## config.mk

```make
export PLATFORM = sky130hd
export DESIGN_NAME = serial_tx_ctrl_flat
export DESIGN_NICKNAME = d
export VERILOG_FILES = /design/src/rtl/serial_tx_ctrl_pkg.sv /design/src/rtl/serial_tx_ctrl_if.sv /design/src/rtl/serial_tx_ctrl_shiftreg.sv /design/src/rtl/serial_tx_ctrl.sv /design/src/flat_wrapper.sv
export SDC_FILE = /design/constraint.sdc
export NUM_CORES = 1
export LEC_CHECK = 0
export ABC_CLOCK_PERIOD_IN_PS = 1550
export BUFFER_PORTS_ARGS = -buffer_cell sky130_fd_sc_hd__buf_2
export CORE_MARGIN = 3
export CORE_UTILIZATION = 41
export CTS_CLUSTER_DIAMETER = 60
export DETAILED_ROUTE_END_ITERATION = 8
export PLACE_DENSITY = 0.63
export REMOVE_ABC_BUFFERS = 1
export SETUP_SLACK_MARGIN = 0.2
export SYNTH_ARGS = -nofsm -noshare
export SYNTH_HDL_FRONTEND = slang
export SYNTH_SLANG_ARGS = --single-unit
```

## constraint.sdc

```tcl
create_clock -name clk -period 1.55 [get_ports clk]
set_input_delay 0.31 -clock clk [delete_from_list [all_inputs] [get_ports clk]]
set_output_delay 0.31 -clock clk [all_outputs]
set_load 0.1 [all_outputs]
```

## src/rtl/serial_tx_ctrl_pkg.sv

```systemverilog
// Shared types and constants for the serial transmit controller.
package serial_tx_pkg;

  localparam int BYTE_W = 8;
  localparam logic SOUT_IDLE = 1'b1;

  typedef enum logic [1:0] {
    ST_IDLE   = 2'd0,
    ST_SHIFT  = 2'd1,
    ST_PARITY = 2'd2,
    ST_DONE   = 2'd3
  } state_e;

endpackage

```

## src/rtl/serial_tx_ctrl_if.sv

```systemverilog
// Byte handshake between a producer and the serial transmit controller.
interface serial_tx_ctrl_if;
  import serial_tx_pkg::*;

  logic              in_valid;
  logic [BYTE_W-1:0] in_data;
  logic              in_ready;

  modport master (output in_valid, output in_data, input in_ready);
  modport slave  (input in_valid, input in_data, output in_ready);

endinterface

```

## src/rtl/serial_tx_ctrl_shiftreg.sv

```systemverilog
// 8-bit shift register: synchronous load, shift left with sin entering bit 0.
module shiftreg
  import serial_tx_pkg::*;
(
  input  logic              clk,
  input  logic              load,
  input  logic              shift,
  input  logic [BYTE_W-1:0] d,
  input  logic              sin,
  output logic [BYTE_W-1:0] q
);

  // Load has priority over shift; contents hold otherwise.
  // NOTE: no reset here on purpose -- the controller forces a load of zero
  // while rst_n is low, so the datapath register needs no reset net.
  always_ff @(posedge clk) begin
    if (load) begin
      q <= d;
    end else if (shift) begin
      q <= {q[BYTE_W-2:0], sin};
    end
  end

endmodule

```

## src/rtl/serial_tx_ctrl.sv

```systemverilog
// Serial transmit controller: shifts a byte out MSB first, CLKS_PER_BIT
// cycles per bit, while sampling sin into the same register (full duplex).
// Optional feature: define SERIAL_TX_CTRL_PARITY_EN to append an even
// parity bit after the data bits.
module serial_tx_ctrl
  import serial_tx_pkg::*;
#(
  parameter int CLKS_PER_BIT = 4
) (
  input  logic              clk,
  input  logic              rst_n,
  serial_tx_ctrl_if.slave   bus,
  input  logic              sin,
  output logic              sout,
  output logic              busy,
  output logic              done,
  output logic [BYTE_W-1:0] rx_data
);

  localparam int DIV_W = $clog2(CLKS_PER_BIT + 1);
  localparam logic [DIV_W-1:0] DIV_LAST = DIV_W'(CLKS_PER_BIT - 1);

  state_e            state_q;
  logic [DIV_W-1:0]  div_q;
  logic [3:0]        bit_cnt_q;
  logic [BYTE_W-1:0] sh_q;
  logic [BYTE_W-1:0] sh_d;
  logic              sh_load;
  logic              sh_shift;
  logic              transfer;
  logic              bit_end;
`ifdef SERIAL_TX_CTRL_PARITY_EN
  logic              parity_q;
`endif

  assign transfer = bus.in_valid && bus.in_ready;
  assign bit_end  = (div_q == DIV_LAST);

  // Shift register control: zero-load in reset, byte load on transfer,
  // shift at the end of each data bit.
  // NOTE: every always_comb output gets a default first so no latch is inferred.
  always_comb begin
    sh_load  = 1'b0;
    sh_shift = 1'b0;
    sh_d     = '0;
    if (!rst_n) begin
      sh_load = 1'b1;
    end else if (transfer) begin
      sh_load = 1'b1;
      sh_d    = bus.in_data;
    end else if (state_q == ST_SHIFT && bit_end) begin
      sh_shift = 1'b1;
    end
  end

  shiftreg u_shiftreg (
    .clk   (clk),
    .load  (sh_load),
    .shift (sh_shift),
    .d     (sh_d),
    .sin   (sin),
    .q     (sh_q)
  );

  // Frame sequencing: bit timing, bit counting and receive capture.
  // NOTE: sequential state uses non-blocking assignments only, so every
  // register sees the pre-edge values of the others.
  always_ff @(posedge clk) begin
    if (!rst_n) begin
      state_q   <= ST_IDLE;
      div_q     <= '0;
      bit_cnt_q <= '0;
      rx_data   <= '0;
    end else begin
      case (state_q)
        ST_IDLE: begin
          if (transfer) begin
            state_q   <= ST_SHIFT;
            div_q     <= '0;
            bit_cnt_q <= '0;
          end
        end
        ST_SHIFT: begin
          if (bit_end) begin
            div_q     <= '0;
            bit_cnt_q <= bit_cnt_q + 4'd1;
            if (bit_cnt_q == 4'd7) begin
`ifdef SERIAL_TX_CTRL_PARITY_EN
              state_q <= ST_PARITY;
`else
              state_q <= ST_DONE;
`endif
            end
          end else begin
            div_q <= div_q + 1'b1;
          end
        end
`ifdef SERIAL_TX_CTRL_PARITY_EN
        ST_PARITY: begin
          if (bit_end) begin
            div_q   <= '0;
            state_q <= ST_DONE;
          end else begin
            div_q <= div_q + 1'b1;
          end
        end
`endif
        ST_DONE: begin
          rx_data   <= sh_q;
          bit_cnt_q <= '0;
          state_q   <= ST_IDLE;
        end
        default: begin
          state_q <= ST_IDLE;
        end
      endcase
    end
  end

`ifdef SERIAL_TX_CTRL_PARITY_EN
  // Parity of the byte as accepted; held for the whole frame.
  always_ff @(posedge clk) begin
    if (!rst_n) begin
      parity_q <= 1'b0;
    end else if (transfer) begin
      parity_q <= ^bus.in_data;
    end
  end
`endif

  // Outputs decoded from the state; line idles high outside data bits.
  always_comb begin
    bus.in_ready = (state_q == ST_IDLE);
    busy         = (state_q != ST_IDLE);
    done         = (state_q == ST_DONE);
    sout         = SOUT_IDLE;
    case (state_q)
      ST_SHIFT:  sout = sh_q[BYTE_W-1];
`ifdef SERIAL_TX_CTRL_PARITY_EN
      ST_PARITY: sout = parity_q;
`endif
      default:   sout = SOUT_IDLE;
    endcase
  end

endmodule

```

## src/flat_wrapper.sv

```systemverilog
// flat-port wrapper written by rule: the top's interface ports become plain ports
module serial_tx_ctrl_flat import serial_tx_pkg::*;
#(
  parameter int CLKS_PER_BIT = 4
)
  (clk, rst_n, sin, sout, busy, done, rx_data, bus_in_valid, bus_in_data, bus_in_ready);
  serial_tx_ctrl_if bus_i ();
  input  logic clk;
  input  logic rst_n;
  input  logic sin;
  output logic sout;
  output logic busy;
  output logic done;
  output logic [BYTE_W-1:0] rx_data;
  input wire logic [$bits(bus_i.in_valid)-1:0] bus_in_valid;
  input wire logic [$bits(bus_i.in_data)-1:0] bus_in_data;
  output wire logic [$bits(bus_i.in_ready)-1:0] bus_in_ready;
  assign bus_i.in_valid = bus_in_valid;
  assign bus_i.in_data = bus_in_data;
  assign bus_in_ready = bus_i.in_ready;
  serial_tx_ctrl #(.CLKS_PER_BIT(CLKS_PER_BIT)) u_core (.clk(clk), .rst_n(rst_n), .bus(bus_i), .sin(sin), .sout(sout), .busy(busy), .done(done), .rx_data(rx_data));
endmodule
```

==> impl_metrics.py, run 1 <==
metrics = {
    "clock_tree": {
        "numCtsBuffers": 3,
        "clock_latency_ns": 0.31,
        "h-tree-depth": 1,
        "clk_pin_slew_worst_paths_ns": 0.13,
        "cts_hold_buf": 0,
        "clk_path_buf_depth": 2,
        "cts_tree": "yes",
        "cts_sinks": 25,
        "root_buffer": "clkbuf_4",
    },
    "synth": {
        "synth.top_cells.by_area": "dfxtp_1, edfxtp_1, nand2_1, a21oi_1, ha_1",
        "synth.top_cell.area_share_pct": 30.8,
        "yosys-top-cells-count": "nand2_1, a21oi_1, dfxtp_1",
        "synthArstFlopShare_pct": 0,
        "synthCells": 124,
        "synth_cell_types": 27,
        "synth_top_cell_by_area": "dfxtp_1",
        "synth-seq-area-share_pct": 52.5,
        "yosysMostFrequentCell": "nand2_1",
        "syn_area_per_cell_um2": 8.91,
        "synth-seq-cells": 25,
        "synthFlopType": "dfxtp_1",
        "yosysWarnings": 0,
        "synth-edff-count": 8,
        "synth_area_um2": 1100,
    },
    "power": {
        "p_per_area_nw_per_um2": 809,
        "p_leak_nw": 0.615,
        "combPwrFrac_pct": 18.0,
        "peakVddDrop_v": 0.000659,
        "p_switching_mw": 0.332,
        "clock_power_share_pct": 23.5,
        "p_int_mw": 0.893,
        "sequentialPowerShare_pct": 58.6,
        "p_sw_share_pct": 27.1,
    },
    "layout": {
        "final_nets": 173,
        "layout-drive-gt1-share_pct": 40.5,
        "finish.instance_area_um2": 1520,
        "antennaDiodeCount": 0,
        "fin_cells": 188,
        "synthToLayoutAreaGrowth_pct": 37.1,
    },
    "place": {
        "dp_cells": 177,
        "placed_cell_area_um2": 1320,
        "dp_hpwl_mm": 1.73,
        "pre_cts_slack_ns": 0.0557,
        "port_buffers": 23,
        "gp_congestion": 0.768,
    },
    "worst_setup_path": {
        "cpLargestDelayFamily": "flip-flops",
        "crit_path_start_kind": "register",
        "worstPathBufferInverterCount": 1,
        "cp_slowest_cell": "dfxtp_4",
        "cp.arrival_ns": 1.19,
        "cp.required_ns": 1.24,
        "critPathMaxStageDelay_ns": 0.38,
        "critPathKind": "register to output port",
        "critPathMaxFanout": 4,
        "endpoint_kind": "output port",
        "crit_chain": "and2b_2 > nand2b_4 > buf_12",
    },
    "global_route": {
        "antenna_found_initial": 0,
        "overflow": 0,
        "first_global_vias": 905,
        "grt.total_usage_pct": 15.9,
        "grt_max_degree": 15,
        "grt_pass1_wl_mm": 4.04,
    },
    "timing": {
        "fin_skew_ns": 0.00328,
        "drv_slew": 0,
        "tightest_slew_ns": 0.283,
        "fin_crit_sh_pct": 96.7,
        "relSlewSlack_pct": 81.3,
        "max_freq_ghz": 0.667,
        "setup_violations": 0,
        "fin_crit_ns": 1.50,
        "setup_ws_ns": 0.0506,
        "hold_viol_final": 0,
        "rsz0062_at_grt": "yes",
        "setup_tns_ns": 0,
    },
    "routing": {
        "totalWireLength_mm": 2.48,
        "firstDrtPassIters": 4,
        "wl_per_cell_um": 13.2,
        "via_per_inst": 5.11,
        "drc": 0,
        "drtIter0Drc": 28,
        "antenna_left": 0,
        "via_count": 961,
    },
    "die": {
        "dieArea_um2": 3350,
        "start_util_pct": 43.8,
        "fp.dieH_um": 57.9,
        "core_area_um2": 2520,
        "row_count": 18,
        "ios": 24,
        "die_w_um": 57.9,
    },
    "outcome": {
        "status": "complete, no violations",
    },
    "run": {
        "cap_violations": 0,
    },
    "hold_path": {
        "min_path_type": "input pin to register",
    },
}
==> path summary, 6_finish.rpt <==
| kind | startpoint | endpoint | slack, ns | cells after the start |
|---|---|---|---|---|
| setup / recovery | u_core.state_q[1] | sout | 0.05 | 3 |
| hold / removal | bus_in_data[1] | u_core.u_shiftreg.q[1] | 0.32 | 3 |
| setup reg to reg | u_core.state_q[1] | u_core.u_shiftreg.q[7] | 0.15 | 5 |
| hold reg to reg | u_core.rx_data[6] | u_core.rx_data[6] | 0.47 | 2 |
==> logic make-up (layout without fill, tap and decap cells) <==
logic type | count (synthesis) | count (layout) | synth area share (%)
AOI/OAI and AO/OA | 29 | 29 | 16.1
adders and majority gates | 2 | 2 | 2.26
buffers and inverters | 13 | 46 | 6.12
DFF | 25 | 25 | 52.5
muxes | 1 | 1 | 0.906
and+or+nand+nor | 54 | 55 | 22.1
==> flip-flops by register name, summed over array words and instances, names as in the netlist <==
name / cells
u_core.u_shiftreg.q: 8
u_core.rx_data: 8
u_core.bit_cnt_q: 4
u_core.div_q: 3
u_core.state_q: 2
==> cell type report <==
type | instances | area, um^2
fillers | 226 | 1010
well taps | 30 | 37.5
clock buffers | 3 | 22.5
clock inverters | 1 | 5.00
flip-flops and latches | 25 | 586
inverters | 7 | 27.5
repair buffers | 35 | 293
multi-input cells | 87 | 544
==> worst register-to-register path: stages, from the launching register on <==
cell	delay [ns]
dfxtp_4	0.38
buf_4	0.15
buf_4	0.14
nor3b_4	0.24
a21oi_2	0.08
nand2_4	0.14
==> routing by layer <==
layer | share of wire, % | track usage, % | vias up
met3 | 3.8 | 3.12 | 5
met2 | 49 | 27.1 | 18
met1 | 45 | 19.3 | 444
met5 | 0 | 0 | -
met4 | 1.5 | 6.95 | 0
li1 | - | - | 494
==> timing repair <==
action                                  4_1_cts  5_1_grt
endpoints found under the setup margin       28       20
gates resized for setup                      24       13
gates cloned                                  1        0
buffers inserted                              6        0
pin swaps                                     4        2
==> power by group through the flow <==
| stage | clock network, mW | logic (mW) | registers (mW) |
|---|---|---|---|
| after floorplan | 0 | 0.104 | 0.733 |
| after global placement | 0 | 0.173 | 0.733 |
| after detailed placement | 0 | 0.176 | 0.734 |
| after CTS | 0.297 | 0.204 | 0.718 |
| after global routing | 0.330 | 0.238 | 0.721 |
| final | 0.287 | 0.220 | 0.717 |
==> layout by cell type (no fill, tap or decap), types with 2 or more instances in the layout <==
| cell type | synthesis | layout |
|---|---|---|
| inv_1 | 5 | 4 |
| nand3_1 | 3 | 2 |
| ha_1 | 2 | 2 |
| o22ai_1 | 4 | 4 |
| nand2_1 | 38 | 33 |
| a21oi_1 | 19 | 12 |
| nand2b_1 | 3 | 2 |
| nand2_2 | 0 | 4 |
| buf_2 | 3 | 11 |
| buf_6 | 2 | 2 |
| buf_4 | 0 | 18 |
| dfxtp_1 | 17 | 15 |
| clkbuf_4 | 0 | 3 |
| a21oi_2 | 0 | 7 |
| nor2_1 | 3 | 2 |
| buf_12 | 0 | 4 |
| clkinv_2 | 0 | 2 |
| or3b_4 | 0 | 2 |
| edfxtp_1 | 8 | 8 |
==> per-stage QoR <==
stage	util [%]	power, mW	hold slack, ns
after global routing	60.1	1.29	0.307
after floorplan	-	0.836	0.438
after detailed placement	52.4	0.910	0.449
after CTS	58.1	1.22	0.309
final	60.1	1.23	0.320
after global placement	52.4	0.906	0.439
Power figures use the tool's default switching activity.
==> run 2, diff against run 1 <==
ABC_CLOCK_PERIOD_IN_PS = 1560   (was 1550)
CTS_BUF_LIST = sky130_fd_sc_hd__clkbuf_2   (was default)
PLACE_DENSITY = 0.62   (was 0.63)
SYNTH_HIERARCHICAL = 1   (was default)
clock period = 1.56 ns   (was 1.55 ns; I/O delays follow)
==> impl_metrics.py, run 2 <==
metrics = {
    "outcome": {
        "status": "finished, violations left",
        "violations": "negative setup slack",
    },
    "clock_tree": {
        "clk_path_buf_depth": 2,
        "cts_hold_buf": 0,
        "h-tree-depth": 1,
        "numCtsBuffers": 3,
        "clock_latency_ns": 0.34,
        "cts_tree": "yes",
        "cts_sinks": 25,
        "root_buffer": "clkbuf_2",
        "clk_pin_slew_worst_paths_ns": 0.23,
    },
    "worst_setup_path": {
        "critPathKind": "register to register",
        "worstSetupEndpoint": "u_core/state_q[1]",
        "rr_worst_depth": 10,
        "rr_startpoint": "u_core/state_q[1]",
        "cp.arrival_ns": 2.04,
        "cp-startpoint": "u_core/state_q[1]",
        "crit_path_start_kind": "register",
        "critPathMaxFanout": 3,
        "ff2ff_setup_slack_ns": -0.18,
        "r2r-end": "u_core/state_q[1]",
        "endpoint_kind": "register",
        "cp.required_ns": 1.86,
    },
    "layout": {
        "reg.largest.list": "u_core/rx_data x8, u_core/u_shiftreg/q x8, u_core/bit_cnt_q x4",
        "final_nets": 182,
        "final_common_cell": "buf_4",
        "antennaDiodeCount": 0,
        "final_cell_mix": "buf_4, buf_6, dfxtp_1",
        "finish.instance_area_um2": 1890,
        "synthToLayoutAreaGrowth_pct": 48.8,
        "layout-drive-gt1-share_pct": 55.2,
    },
    "timing": {
        "relSlewSlack_pct": 79.7,
        "setup_violations": 16,
        "hold_viol_final": 0,
        "rsz0062_at_grt": "yes",
        "fin_crit_sh_pct": 112,
        "fin_crit_ns": 1.74,
        "fin_skew_ns": 0.00802,
        "max_freq_ghz": 0.574,
        "drv_slew": 0,
        "tightest_slew_ns": 0.305,
        "setup_ws_ns": -0.183,
    },
    "synth": {
        "yosysWarnings": 6,
        "synth-seq-cells": 25,
        "syn_area_per_cell_um2": 10.9,
        "synth_area_um2": 1270,
        "synthFlopType": "dfxtp_1",
        "yosysMostFrequentCell": "dfxtp_1",
        "synth.top_cell.area_share_pct": 26.7,
        "synth_cell_types": 34,
        "synth-seq-area-share_pct": 45.6,
        "yosys-top-cells-count": "dfxtp_1, nor2b_1",
        "synth_top_cell_by_area": "dfxtp_1",
        "synth.top_cells.by_area": "dfxtp_1, edfxtp_1, mux2_4, mux2i_1, ha_1",
        "synthArstFlopShare_pct": 0,
        "synthCells": 117,
        "synth-edff-count": 8,
    },
    "routing": {
        "firstDrtPassIters": 4,
        "via_count": 1048,
        "via_per_inst": 5.40,
        "met3WireLength_um": 93,
        "totalWireLength_mm": 3.11,
        "highest_layer": "met4",
        "wl_met2_mm": 1.70,
        "drtIter0Drc": 29,
        "drt-met1-wl_mm": 1.30,
        "wl_per_cell_um": 16.0,
        "antenna_left": 0,
        "drc": 0,
    },
    "die": {
        "core_area_um2": 2850,
        "die_w_um": 61.7,
        "ios": 24,
        "start_util_pct": 44.6,
        "dieArea_um2": 3810,
        "row_count": 19,
        "fp.dieH_um": 61.7,
    },
    "global_route": {
        "antenna_found_initial": 0,
        "grt_max_degree": 14,
        "first_global_vias": 963,
        "grt.total_usage_pct": 15.3,
        "grt_pass1_wl_mm": 4.23,
        "overflow": 0,
    },
    "place": {
        "gp_congestion": 0.750,
        "port_buffers": 23,
        "placed_cell_area_um2": 1560,
        "dp_hpwl_mm": 1.94,
    },
    "power": {
        "p_per_area_nw_per_um2": 1590,
        "p_leak_nw": 0.807,
        "peakVddDrop_v": 0.000770,
        "power_mw": 3.01,
    },
    "hold_path": {
        "min_path_type": "input pin to register",
    },
    "run": {
        "cap_violations": 0,
    },
}
## run 2: cell types whose count changed in the layout (fill, tap and decap cells not counted), sizes merged, moves of 3 or more
cell / before / now
and2: 0 / 8
nor2b: 1 / 10
clkinv: 3 / 0
o22ai: 4 / 0
mux2: 0 / 8
buf: 35 / 47
nand2: 38 / 7
a21oi: 19 / 1
nand3: 3 / 6
o21ai: 0 / 4
mux2i: 1 / 8
a21boi: 0 / 3
ha: 2 / 6
## run 2: cells by family (layout without fill, tap and decap cells)
| family | count (synthesis) | in the layout | share of synthesized area (%) |
|---|---|---|---|
| DFF | 25 | 25 | 45.6 |
| and+or+nand+nor | 46 | 46 | 21.0 |
| adders and majority gates | 6 | 6 | 5.90 |
| muxes | 16 | 16 | 15.7 |
| buffers and inverters | 11 | 57 | 4.13 |
| AOI/OAI and AO/OA | 13 | 13 | 7.57 |
## run 2: worst max-delay path, stage by stage (launching register included)
cell and delay, ns:
dfxtp_2 0.39, inv_2 0.06, buf_6 0.12, ha_4 0.15, buf_6 0.12, buf_4 0.13
buf_6 0.11, a222oi_1 0.29, buf_4 0.19, nand3_2 0.07, o21ai_1 0.07
## run 2: repair_timing
| item | 4_1_cts | 5_1_grt |
|---|---|---|
| resized for setup | 33 | 35 |
| pin swaps | 7 | 17 |
| endpoints found under the setup margin | 37 | 37 |
| setup buffers | 3 | 7 |
| gates cloned | 0 | 0 |
## run 2: worst min path at each step
stage | startpoint | to | slack, ns | cells past startpoint
floorplan | u_core/div_q[2] | u_core/div_q[2] | 0.43 | 2
global placement | u_core/div_q[2] | u_core/div_q[2] | 0.45 | 2
detailed placement | u_core/div_q[2] | u_core/div_q[2] | 0.45 | 2
CTS | sin | u_core/u_shiftreg/q[0] | 0.23 | 2
global route | sin | u_core/u_shiftreg/q[0] | 0.20 | 2
finish | sin | u_core/u_shiftreg/q[0] | 0.25 | 2
## run 2: stage by stage
stage	setup TNS, ns	instances	utilization, %	worst slack [ns]	hold WS, ns
4_1_cts	-0.759	187	60.3	-0.151	0.228
3_5_place_dp	-1.76	180	54.7	-0.135	0.454
5_1_grt	-1.73	194	66.4	-0.240	0.199
3_3_place_gp	-0.549	180	54.7	-0.0593	0.445
2_1_floorplan	-45.65	112	-	-2.45	0.429
6_report	-1.11	194	66.4	-0.183	0.249
## run 2: layer usage
metal	track usage [%]	up-vias
li1	-	501
met1	18.6	516
met2	26.6	27
met3	4.34	4
met4	4.24	0
met5	0	-
## run 2: report_power, final
| part | leakage [nW] | internal (mW) | switching [mW] |
|---|---|---|---|
| Combinational | 0.566 | 0.910 | 0.982 |
| Sequential | 0.225 | 0.795 | 0.0662 |
| Clock | 0.0166 | 0.0677 | 0.187 |
## run 2: area by class of cell
type,instances,area [um^2]
Sequential cell,25,584
Inverter,6,25.0
Tap cell,31,38.8
Fill cell,216,960
Multi-Input combinational cell,81,774
Timing Repair Buffer,47,450
Clock buffer,4,20.0
